===== config.mk =====
export PLATFORM = sky130hd
export DESIGN_NAME = frame_buffer_reader
export DESIGN_NICKNAME = d
export VERILOG_FILES = /design/src/rtl/frame_buffer_pkg.sv /design/src/rtl/vga_axis_counter.sv /design/src/rtl/frame_buffer_reader.sv
export SDC_FILE = /design/constraint.sdc
export NUM_CORES = 1
export LEC_CHECK = 0
export CORE_ASPECT_RATIO = 1.1
export CORE_MARGIN = 10
export CORE_UTILIZATION = 35
export CTS_CLUSTER_SIZE = 25
export DETAILED_ROUTE_END_ITERATION = 16
export HOLD_SLACK_MARGIN = 0.05
export SYNTH_ARGS = -nofsm -noshare
export SYNTH_HDL_FRONTEND = slang
export SYNTH_SLANG_ARGS = --single-unit

===== constraint.sdc =====
create_clock -name clk -period 2.33 [get_ports clk]
set_clock_uncertainty 0.1 [all_clocks]
set_input_delay 0.233 -clock clk [delete_from_list [all_inputs] [get_ports clk]]
set_output_delay 0.233 -clock clk [all_outputs]
set_load 0.02 [all_outputs]

===== src/rtl/frame_buffer_pkg.sv =====
`default_nettype none
// ============================================================================
//  Module      : frame_buffer_pkg
//  Description : Shared types and helpers for the 1-bit double-buffered frame
//                buffer: raster phase encoding, phase-length totals and the
//                linear pixel address width used by readers and writers.
//  Revision    : 1.0 - initial release
// ============================================================================
package frame_buffer_pkg;

    // Raster phase of one axis, in the order the counter walks through them
    typedef enum logic [1:0] {
        ACTIVE      = 2'd0,
        FRONT_PORCH = 2'd1,
        SYNC        = 2'd2,
        BACK_PORCH  = 2'd3
    } phase_t;

    // Total counter span of one axis
    function automatic int phase_total(input int active_len, input int front_len,
                                       input int sync_len, input int back_len);
        return active_len + front_len + sync_len + back_len;
    endfunction

    // Width of a linear pixel address covering the whole visible area
    function automatic int fb_addr_width(input int hor_active, input int ver_active);
        return $clog2(hor_active * ver_active);
    endfunction

endpackage
`default_nettype wire


===== src/rtl/vga_axis_counter.sv =====
`default_nettype none
// ============================================================================
//  Module      : vga_axis_counter
//  Description : One raster axis: a wrapping position counter with phase
//                decode (active / front porch / sync / back porch) and a
//                combinational wrap flag on the last count.
//  Revision    : 1.0 - initial release
// ============================================================================
module vga_axis_counter #(
    parameter int  ACTIVE = 640,
    parameter int  FRONT  = 16,
    parameter int  SYNC   = 96,
    parameter int  BACK   = 48,
    localparam int TOTAL  = frame_buffer_pkg::phase_total(ACTIVE, FRONT, SYNC, BACK),
    localparam int CW     = $clog2(TOTAL)
) (
    input  logic                      clk,
    input  logic                      rst,
    input  logic                      en,
    output logic [CW-1:0]             count,
    output frame_buffer_pkg::phase_t  phase,
    output logic                      wrap
);

    // Phase boundaries kept as full-width integer sums
    localparam int END_ACTIVE = ACTIVE;
    localparam int END_FRONT  = ACTIVE + FRONT;
    localparam int END_SYNC   = ACTIVE + FRONT + SYNC;
    localparam logic [CW-1:0] LAST_COUNT = CW'(TOTAL - 1);

    logic [CW-1:0] count_q;
    logic [CW-1:0] count_d;

    assign count = count_q;
    assign wrap  = (count_q == LAST_COUNT);

    // Next position: advance on enable, wrap back to zero after the last count
    always_comb begin
        count_d = count_q;
        if (rst) begin
            count_d = '0;
        end else if (en) begin
            count_d = wrap ? '0 : count_q + 1'b1;
        end
    end

    // Position register
    always_ff @(posedge clk) begin
        count_q <= count_d;
    end

    // Phase decode from the current position
    always_comb begin
        phase = frame_buffer_pkg::BACK_PORCH;
        if (int'(count_q) < END_ACTIVE) begin
            phase = frame_buffer_pkg::ACTIVE;
        end else if (int'(count_q) < END_FRONT) begin
            phase = frame_buffer_pkg::FRONT_PORCH;
        end else if (int'(count_q) < END_SYNC) begin
            phase = frame_buffer_pkg::SYNC;
        end
    end

endmodule
`default_nettype wire


===== src/rtl/frame_buffer_reader.sv =====
`default_nettype none
// ============================================================================
//  Module      : frame_buffer_reader
//  Description : Scanout side of the frame buffer. Runs the VGA raster, issues
//                one read per active pixel, aligns the returned pixel with
//                hsync/vsync and requests a bank swap at vertical blank.
//  Revision    : 1.0 - initial release
// ============================================================================
module frame_buffer_reader
    import frame_buffer_pkg::*;
#(
    parameter int   HOR_ACTIVE_PIXELS = 640,
    parameter int   HOR_FRONT_PORCH   = 16,
    parameter int   HOR_SYNC_PULSE    = 96,
    parameter int   HOR_BACK_PORCH    = 48,
    parameter int   VER_ACTIVE_PIXELS = 480,
    parameter int   VER_FRONT_PORCH   = 10,
    parameter int   VER_SYNC_PULSE    = 2,
    parameter int   VER_BACK_PORCH    = 33,
    parameter logic SYNC_ACTIVE       = 1'b0,
    localparam int  ADDR_W = fb_addr_width(HOR_ACTIVE_PIXELS, VER_ACTIVE_PIXELS)
) (
    input  logic              clk,
    input  logic              rst,
    input  logic              ce,
    output logic              rd_en,
    output logic [ADDR_W-1:0] rd_addr,
    input  logic              rd_data,
    output logic              pixel,
    output logic              hsync,
    output logic              vsync,
    output logic              swap
);

    localparam int HOR_TOTAL = phase_total(HOR_ACTIVE_PIXELS, HOR_FRONT_PORCH,
                                           HOR_SYNC_PULSE, HOR_BACK_PORCH);
    localparam int VER_TOTAL = phase_total(VER_ACTIVE_PIXELS, VER_FRONT_PORCH,
                                           VER_SYNC_PULSE, VER_BACK_PORCH);
    localparam int XW = $clog2(HOR_TOTAL);
    localparam int YW = $clog2(VER_TOTAL);

    logic [XW-1:0] x;
    logic [YW-1:0] y;
    phase_t        h_phase;
    phase_t        v_phase;
    logic          h_wrap;
    logic          v_wrap;
    logic          v_en;
    logic          active;
    logic          frame_end;
    logic          blank_start;

    // Vertical axis steps once per completed line
    assign v_en = ce & h_wrap;

    vga_axis_counter #(
        .ACTIVE (HOR_ACTIVE_PIXELS),
        .FRONT  (HOR_FRONT_PORCH),
        .SYNC   (HOR_SYNC_PULSE),
        .BACK   (HOR_BACK_PORCH)
    ) u_h_axis (
        .clk   (clk),
        .rst   (rst),
        .en    (ce),
        .count (x),
        .phase (h_phase),
        .wrap  (h_wrap)
    );

    vga_axis_counter #(
        .ACTIVE (VER_ACTIVE_PIXELS),
        .FRONT  (VER_FRONT_PORCH),
        .SYNC   (VER_SYNC_PULSE),
        .BACK   (VER_BACK_PORCH)
    ) u_v_axis (
        .clk   (clk),
        .rst   (rst),
        .en    (v_en),
        .count (y),
        .phase (v_phase),
        .wrap  (v_wrap)
    );

    assign active      = (h_phase == ACTIVE) && (v_phase == ACTIVE);
    assign frame_end   = h_wrap & v_wrap;
    // First position of the first front-porch line: every read is issued
    assign blank_start = (x == '0) && (int'(y) == VER_ACTIVE_PIXELS);

    logic [ADDR_W-1:0] addr_q,      addr_d;
    logic              rd_en_q,     rd_en_d;
    logic [ADDR_W-1:0] rd_addr_q,   rd_addr_d;
    logic              active_s1_q, active_s1_d;
    logic              hs_s1_q,     hs_s1_d;
    logic              vs_s1_q,     vs_s1_d;
    logic              pixel_q,     pixel_d;
    logic              hsync_q,     hsync_d;
    logic              vsync_q,     vsync_d;
    logic              swap_q,      swap_d;

    // Address counter, read issue stage, output alignment stage and swap pulse
    always_comb begin
        addr_d      = addr_q;
        rd_en_d     = 1'b0;
        rd_addr_d   = rd_addr_q;
        active_s1_d = active_s1_q;
        hs_s1_d     = hs_s1_q;
        vs_s1_d     = vs_s1_q;
        pixel_d     = pixel_q;
        hsync_d     = hsync_q;
        vsync_d     = vsync_q;
        swap_d      = 1'b0;
        if (rst) begin
            addr_d      = '0;
            rd_addr_d   = '0;
            active_s1_d = 1'b0;
            hs_s1_d     = 1'b0;
            vs_s1_d     = 1'b0;
            pixel_d     = 1'b0;
            hsync_d     = ~SYNC_ACTIVE;
            vsync_d     = ~SYNC_ACTIVE;
        end else if (ce) begin
            if (active) begin
                addr_d    = addr_q + 1'b1;
                rd_addr_d = addr_q;
            end
            if (frame_end) begin
                addr_d = '0;
            end
            rd_en_d     = active;
            active_s1_d = active;
            hs_s1_d     = (h_phase == SYNC);
            vs_s1_d     = (v_phase == SYNC);
            pixel_d     = active_s1_q ? rd_data : 1'b0;
            hsync_d     = hs_s1_q ? SYNC_ACTIVE : ~SYNC_ACTIVE;
            vsync_d     = vs_s1_q ? SYNC_ACTIVE : ~SYNC_ACTIVE;
            swap_d      = blank_start;
        end
    end

    // Pipeline and address registers
    always_ff @(posedge clk) begin
        addr_q      <= addr_d;
        rd_en_q     <= rd_en_d;
        rd_addr_q   <= rd_addr_d;
        active_s1_q <= active_s1_d;
        hs_s1_q     <= hs_s1_d;
        vs_s1_q     <= vs_s1_d;
        pixel_q     <= pixel_d;
        hsync_q     <= hsync_d;
        vsync_q     <= vsync_d;
        swap_q      <= swap_d;
    end

    assign rd_en   = rd_en_q;
    assign rd_addr = rd_addr_q;
    assign pixel   = pixel_q;
    assign hsync   = hsync_q;
    assign vsync   = vsync_q;
    assign swap    = swap_q;

endmodule
`default_nettype wire


* Word-level counts from Yosys, hierarchy flattened
Index checks and enable logic that the tools add are counted.
Word-level totals: output and inout port bits 24, word-level logic and storage cells 51, register bits after elaboration 66
Cells by class: eq/ne operators 5, magnitude comparators 6, reductions and logical operators 9, multiplexer cells 13, add/subtract/negate cells 3, bitwise operators 3
Operators with widths (number):
- two-way mux 19 bit | 2
- equality test 10 bit (second input constant) | 3
- less-than comparator 10 bit (second input constant) | 3
- less-than comparator 10 x 9 -> 1 bit (second input constant) | 3
- adder 10 x 1 -> 10 bit (second input constant) | 2
- two-way mux 10 bit | 2
- adder 19 x 1 -> 19 bit (second input constant) | 1
- logical NOT 10 bit | 1
- two-way mux 2 bit | 4
- two-way mux 1 bit | 5
- equality test 2 bit (second input constant) | 2
- logical NOT 2 bit | 2
- AND reduction 2 bit | 2
- bitwise AND 1 bit | 2
- logical AND 1 bit | 2
- nonzero test 2 bit | 1
- OR reduction 2 bit | 1
- inverter 1 bit | 1

* Longest topological paths before layout
Gate-level depths: netlist of the first run.
word-level depth 8, gate-level depth with buffers 7

* By module
A second synthesis of the first run with hierarchy kept.
Second synthesis, totals: cell total of the unflattened synthesis 353, area total of the unflattened synthesis 3011.6 um^2
By module, submodules not included:
- frame_buffer_reader | cells each 234, area an instance 1951.9 um^2, instances 1
- vga_axis_counter (u_v_axis) | cells each 61, area an instance 555.5 um^2, instances 1
- vga_axis_counter (u_h_axis) | cells each 58, area an instance 504.2 um^2, instances 1

* Worst setup path before layout of the first run
Ideal clock, no wire load.
path kind flip-flop to flip-flop, start point register u_h_axis.count_q[0] (netlist: u_h_axis.count[0]), end point register addr_q[3], library setup time 117 ps, cell stages (with the launch flop) 8, path buffers 2, arrival time 1750 ps, data required time 2113 ps, slack 363 ps, cells stage by stage dfxtp_1 ha_1 nand4_2 or3_1 buf_2 o21bai_4 buf_2 nor2_1
On the way: word-level cells in the longest chain between the ends 8
RTL lines:
- from (decl) | RTL line vga_axis_counter.sv:31 | logic [CW-1:0] count_q;
- from (signal assigned) | RTL line vga_axis_counter.sv:49 | count_q <= count_d;
- less-than comparator 10 bit | RTL line vga_axis_counter.sv:59 | end else if (int'(count_q) < END_SYNC) begin
- two-way mux 1 bit | RTL line vga_axis_counter.sv:59
- two-way mux 2 bit | RTL line vga_axis_counter.sv:57 | end else if (int'(count_q) < END_FRONT) begin
- two-way mux 2 bit | RTL line vga_axis_counter.sv:55 | if (int'(count_q) < END_ACTIVE) begin
- logical NOT 2 bit | RTL line frame_buffer_reader.sv:84 | assign active = (h_phase == ACTIVE) && (v_phase == ACTIVE);
- logical AND 1 bit | RTL line frame_buffer_reader.sv:84
- nonzero test 2 bit (no line)
- AND reduction 2 bit (no line)
- to (signal assigned) | RTL line frame_buffer_reader.sv:142 | addr_q <= addr_d;
- to (decl) | RTL line frame_buffer_reader.sv:89 | logic [ADDR_W-1:0] addr_q, addr_d;
Parallel ways exist; a longest one is shown, timed or not. A chain may end at the register's enable or synchronous reset.

* Worst setup path in the final report of the first run
start point register u_h_axis.count_q[0] (netlist: u_h_axis.count[0]), end point register u_v_axis.count_q[9] (netlist: u_v_axis.count[9])
On the way: word-level cells in the longest chain between the ends 2
RTL lines:
- equality test 10 bit | RTL line vga_axis_counter.sv:35 | assign wrap = (count_q == LAST_COUNT);
- bitwise AND 1 bit | RTL line frame_buffer_reader.sv:54 | assign v_en = ce & h_wrap;
- to (signal assigned) | RTL line vga_axis_counter.sv:49
- to (decl) | RTL line vga_axis_counter.sv:31
No other way between the ends.

==> results of run 1 <==
-- path summary, 6_finish.rpt --
kind | start | to | slack [ns] | cells after the start
max | u_h_axis.count[0]$_SDFFE_PP0P_ | u_v_axis.count[9]$_SDFFE_PP0P_ | 0.24 | 5
min | rd_addr[17]$_SDFFE_PP0P_ | rd_addr[17]$_SDFFE_PP0P_ | 0.35 | 2
max reg2reg | u_h_axis.count[0]$_SDFFE_PP0P_ | u_v_axis.count[9]$_SDFFE_PP0P_ | 0.24 | 5
min reg2reg | rd_addr[17]$_SDFFE_PP0P_ | rd_addr[17]$_SDFFE_PP0P_ | 0.35 | 2
-- layout make-up --
type | count | area (µm²) | share of cell area
clock buffer | 12 | 145 | 0.0417
multi-input combinational | 249 | 1440 | 0.413
timing repair buffer | 38 | 365 | 0.105
tap | 108 | 135 | 0.0389
sequential | 66 | 1320 | 0.380
clock inverter | 3 | 40.0 | 0.0115
inverter | 9 | 33.8 | 0.00972
-- placed cells by master, fill, tap and decap left out, types with 2 or more instances in the layout --
cell and count:
nand2_1 54, xnor2_1 8, nand4b_1 4, or3_1 16, xor2_1 7, inv_1 9, buf_4 10, clkbuf_1 2
nand4_1 11, clkbuf_8 10, a21oi_1 44, o31ai_1 5, and4_1 5, nor2_1 20, clkinv_2 2, o21ai_0 17
or4_1 7, o211ai_1 2, ha_1 5, nor4_1 5, mux2i_1 2, clkdlybuf4s50_1 27, dfxtp_1 66, and3_1 5
nor2b_1 2, nand3_1 14, nand2b_1 4
-- worst max-delay path, stage by stage, from the launching register on --
cell,delay (ns)
dfxtp_1,0.39
ha_1,0.22
nand4_2,0.22
or4_4,0.60
or3_1,0.35
a21oi_1,0.14
-- sequential cells by signal, summed over array words and instances (netlist names) --
register	flops
vsync	1
hsync	1
rd_en	1
hs_s1_q	1
addr_q	19
u_v_axis.count	10
vs_s1_q	1
rd_addr	19
u_h_axis.count	10
swap	1
pixel	1
active_s1_q	1
-- routing by layer --
layer,global-route usage,vias to the layer above,wire (µm),part of all wire
met5,0,-,0,0
met4,0.0479,0,129,0.020
met3,0.0341,10,274,0.042
met2,0.193,35,3270,0.50
met1,0.124,1180,2830,0.44
li1,-,1276,-,-
-- power breakdown --
part           internal, W  switching (W)   total, W
Sequential         0.00114     0.00000893    0.00115
Combinational    0.0000370      0.0000563  0.0000933
Clock             0.000515       0.000405   0.000920
-- stage by stage --
stage / setup slack (ns) / std cells
floorplan: 0.363 / 343
global placement: 0.103 / 470
detailed placement: 0.0709 / 470
CTS: 0.246 / 485
global route: 0.138 / 485
finish: 0.243 / 485
-- kinds of logic after synthesis --
family | after synthesis | synth area share
mux | 2 | 0.00698
flops | 66 | 0.461
simple gates | 156 | 0.290
fa+ha+maj | 5 | 0.0218
compound gates | 71 | 0.136
xor+xnor | 15 | 0.0458
buf+inv | 28 | 0.0384
==> results.toml, run 1 <==
[outcome]
status = "complete, no violations"

[placement]
globalplace.congestion = 0.842
place_hpwl_mm = 4.70
io_buffers = 27
placed_area_um2 = 3290

[sta]
rsz0062_at_grt = "false"
final_hold_viol_count = 0
setup_violations = 0
hold_slack_ns = 0.353
period_minus_slack_ns = 2.09
fmax_mhz = 479
finalCritPeriodShare = 0.896
drv_slew = 0
tightest_slew_ns = 0.514
slew_headroom = 0.653
finalSetupTns_ns = 0

[cts]
cts_hold_buf = 0
root_buffer = "clkbuf_8"
clockBufferDepth = 2
post_cts_buffers = 0
numCtsBuffers = 9
clk_pin_slew_ns = 0.07
cts_max_level = 3
clk_latency_ns = 0.34
cts_sinks = 66
cts_resized = 0
cts_tree = "yes"

[logic_synthesis]
synth_top_area_cell = "dfxtp_1"
synth.area.top_cells = "dfxtp_1 46%, a21oi_1 7.7%, nand2_1 7.1%"
ys_types = 38
ys_seq_area_frac = 0.461
yosys.area.top_type_share = 0.461
synth-edff-count = 0
syn-num-nets = 352
yosysMostFrequentCell = "dfxtp_1"
avgSynthCellArea_um2 = 8.36
ys_ff_latch = 66
synth_common_cells = "66 x dfxtp_1, 54 x nand2_1, 44 x a21oi_1"
syn_area_um2 = 2870
yosys_warnings = 0
synthCells = 343
ys.flop_type = "dfxtp_1"
async_flop_share = 0

[pwr]
p_leak_nw = 1.15
p_per_area_nw_per_um2 = 621
total_power_w = 0.00216
ir_drop_mv = 0.335

[route]
drc = 0
via_count = 2501
drt-total-wl_mm = 6.50
drtIter0Drc = 94
wire_per_inst_um = 13.4
drt_pass1_iterations = 4
via_per_inst = 5.16
antenna_violating_nets_post_route = 0

[floorplan]
core_area_um2 = 7960
num_io_pins = 28
die_x_um = 106
die-area_um2 = 12200
start_util = 0.360
die_h_um = 115
fp-row-count = 34

[setup_path]
worstSetupPathType = "reg -> reg"
cp_data_required_time_ns = 2.50
critPathMaxFanout = 7
crit_arrival_ns = 2.25
end_kind = "register"
cp-start-kind = "register"

[layout]
syn_to_final_growth_pct = 21.2
antenna_cells = 0
final_util = 0.437
layout-drive-gt1-share = 0.0743
final_cell_area_um2 = 3480
layout.nets = 382
n_fill_cell = 834

[grt]
grt_pass1_vias = 2424
grt_pass1_wl_mm = 11.4
grt_max_degree = 29
grt_antenna_before_repair = 0
grt_usage = 0.111
gr-total-overflow = 0

[run]
maxCapViolations = 0

[min_path]
hold_class = "reg -> reg"
Note: power is estimated with default switching activity, not from simulation.
==> run 2: changes to the inputs <==
Settings changed: PLACE_DENSITY set to 0.56.
==> run 2 against run 1 <==
Worst setup slack gained 0.015 ns. Routed wire length grew 2.7%. Sequential power barely moved. Power increased by 3.2%. Largest cell class unchanged.
==> results.toml, run 2 (synthesized netlist as in run 1, its figures left out) <==
[outcome]
status = "complete, no violations"

[placement]
placed_cells = 472
place_ws_ns = 0.160
globalplace.congestion = 0.778
io_buffers = 27
place_hpwl_mm = 4.95
placed_area_um2 = 3310

[cts]
cts_resized = 0
clk_pin_slew_ns = 0.07
cts_max_level = 3
cts_hold_buf = 0
root_buffer = "clkbuf_8"
clockBufferDepth = 2
cts_tree = "yes"
cts_sinks = 66
clk_latency_ns = 0.34
numCtsBuffers = 9
post_cts_buffers = 0

[layout]
layout-drive-gt1-share = 0.0818
n_fill_cell = 842
final_cell_area_um2 = 3510
final_cell_mix = "66 x dfxtp_1, 54 x nand2_1, 44 x a21oi_1"
finalNonFillerCells = 487
syn_to_final_growth_pct = 22.4
antenna_cells = 0
final_common_cell = "dfxtp_1"
layout.nets = 384

[setup_path]
end_kind = "register"
cp_data_required_time_ns = 2.50
crit_arrival_ns = 2.24
worstReg2RegStart = "u_h_axis.count[0]$_SDFFE_PP0P_"
worstSetupPathType = "reg -> reg"
cp-start-kind = "register"
critPathCapture = "u_v_axis.count[9]$_SDFFE_PP0P_"
rr_endpoint = "u_v_axis.count[9]$_SDFFE_PP0P_"
reg2regPathDepth = 5
critPathMaxFanout = 7
worstSetupStartpoint = "u_h_axis.count[0]$_SDFFE_PP0P_"
reg2reg_slack_ns = 0.26

[sta]
finalCritPeriodShare = 0.889
tightest_slew_ns = 0.574
setup_slack_ns = 0.258
finalSetupTns_ns = 0
period_minus_slack_ns = 2.07
drv_slew = 0
final_hold_viol_count = 0
slew_headroom = 0.612
setup_violations = 0
fmax_mhz = 483
rsz0062_at_grt = "false"
hold_slack_ns = 0.355

[floorplan]
die_h_um = 115
core_area_um2 = 7960
die_x_um = 106
num_io_pins = 28
die-area_um2 = 12200
start_util = 0.360
fp-row-count = 34

[route]
drtIter0Drc = 76
wire_per_inst_um = 13.7
drt-total-wl_mm = 6.68
drt_pass1_iterations = 4
via_count = 2511
antenna_violating_nets_post_route = 0
drc = 0
via_per_inst = 5.16

[grt]
grt_antenna_before_repair = 0
gr-total-overflow = 0
grt_pass1_vias = 2456
grt_pass1_wl_mm = 11.3
grt_usage = 0.113
grt_max_degree = 28

[pwr]
p_seq_frac = 0.515
p_per_area_nw_per_um2 = 635
p_switching_w = 0.000477
swShare = 0.214
clkPwrFrac = 0.443
p_comb_frac = 0.043
ir_drop_mv = 0.285
p_leak_nw = 1.17
p_int_w = 0.00175

[run]
maxCapViolations = 0

[min_path]
hold_class = "reg -> reg"
min_from = "rd_addr[13]$_SDFFE_PP0P_"
## run 2: per-stage QoR
| stage | util | total power, W |
|---|---|---|
| CTS | 0.441 | 0.00226 |
| global placement | 0.416 | 0.00127 |
| global route | 0.441 | 0.00232 |
| floorplan | - | 0.00123 |
| finish | 0.441 | 0.00223 |
| detailed placement | 0.416 | 0.00127 |
## run 2: power by group through the flow
stage / clock [W] / sequential (W) / combinational [W]
floorplan: 0 / 0.00117 / 0.0000538
global placement: 0 / 0.00117 / 0.0000962
detailed placement: 0 / 0.00117 / 0.0000970
CTS: 0.00101 / 0.00115 / 0.0000974
global route: 0.00107 / 0.00115 / 0.000107
finish: 0.000986 / 0.00115 / 0.0000952
## run 2: layout make-up
| type | instances | area, µm² | area share |
|---|---|---|---|
| timing repair buffer | 40 | 380 | 0.108 |
| clock buffer | 13 | 169 | 0.0481 |
| clock inverter | 2 | 35.0 | 0.00998 |
| multi-input combinational | 249 | 1440 | 0.409 |
| sequential | 66 | 1320 | 0.376 |
| tap | 108 | 135 | 0.0385 |
| inverter | 9 | 33.8 | 0.00962 |
## run 2: worst min path at each step
stage / endpoint / slack (ns) / depth (start not counted)
after global placement: rd_addr[18]$_SDFFE_PP0P_ / 0.34 / 2
after detailed placement: rd_addr[13]$_SDFFE_PP0P_ / 0.35 / 2
after CTS: rd_addr[13]$_SDFFE_PP0P_ / 0.36 / 2
after global routing: rd_addr[11]$_SDFFE_PP0P_ / 0.38 / 2
final: rd_addr[13]$_SDFFE_PP0P_ / 0.35 / 2
after floorplan: pixel$_SDFFE_PP0P_ / 0.30 / 2
## run 2: per-layer routing
layer | wire [µm] | part of all wire | vias up | track usage
li1 | - | - | 1279 | -
met1 | 2890 | 0.43 | 1196 | 0.116
met2 | 3440 | 0.51 | 29 | 0.206
met3 | 251 | 0.038 | 7 | 0.0425
met4 | 93 | 0.014 | 0 | 0.0416
met5 | 0 | 0 | - | 0
## run 2: critical path, stage by stage (launching register included)
cell and delay (ns):
dfxtp_1 0.38, ha_1 0.21, nand4_2 0.21, or4_4 0.60, or3_1 0.36, a21oi_1 0.14
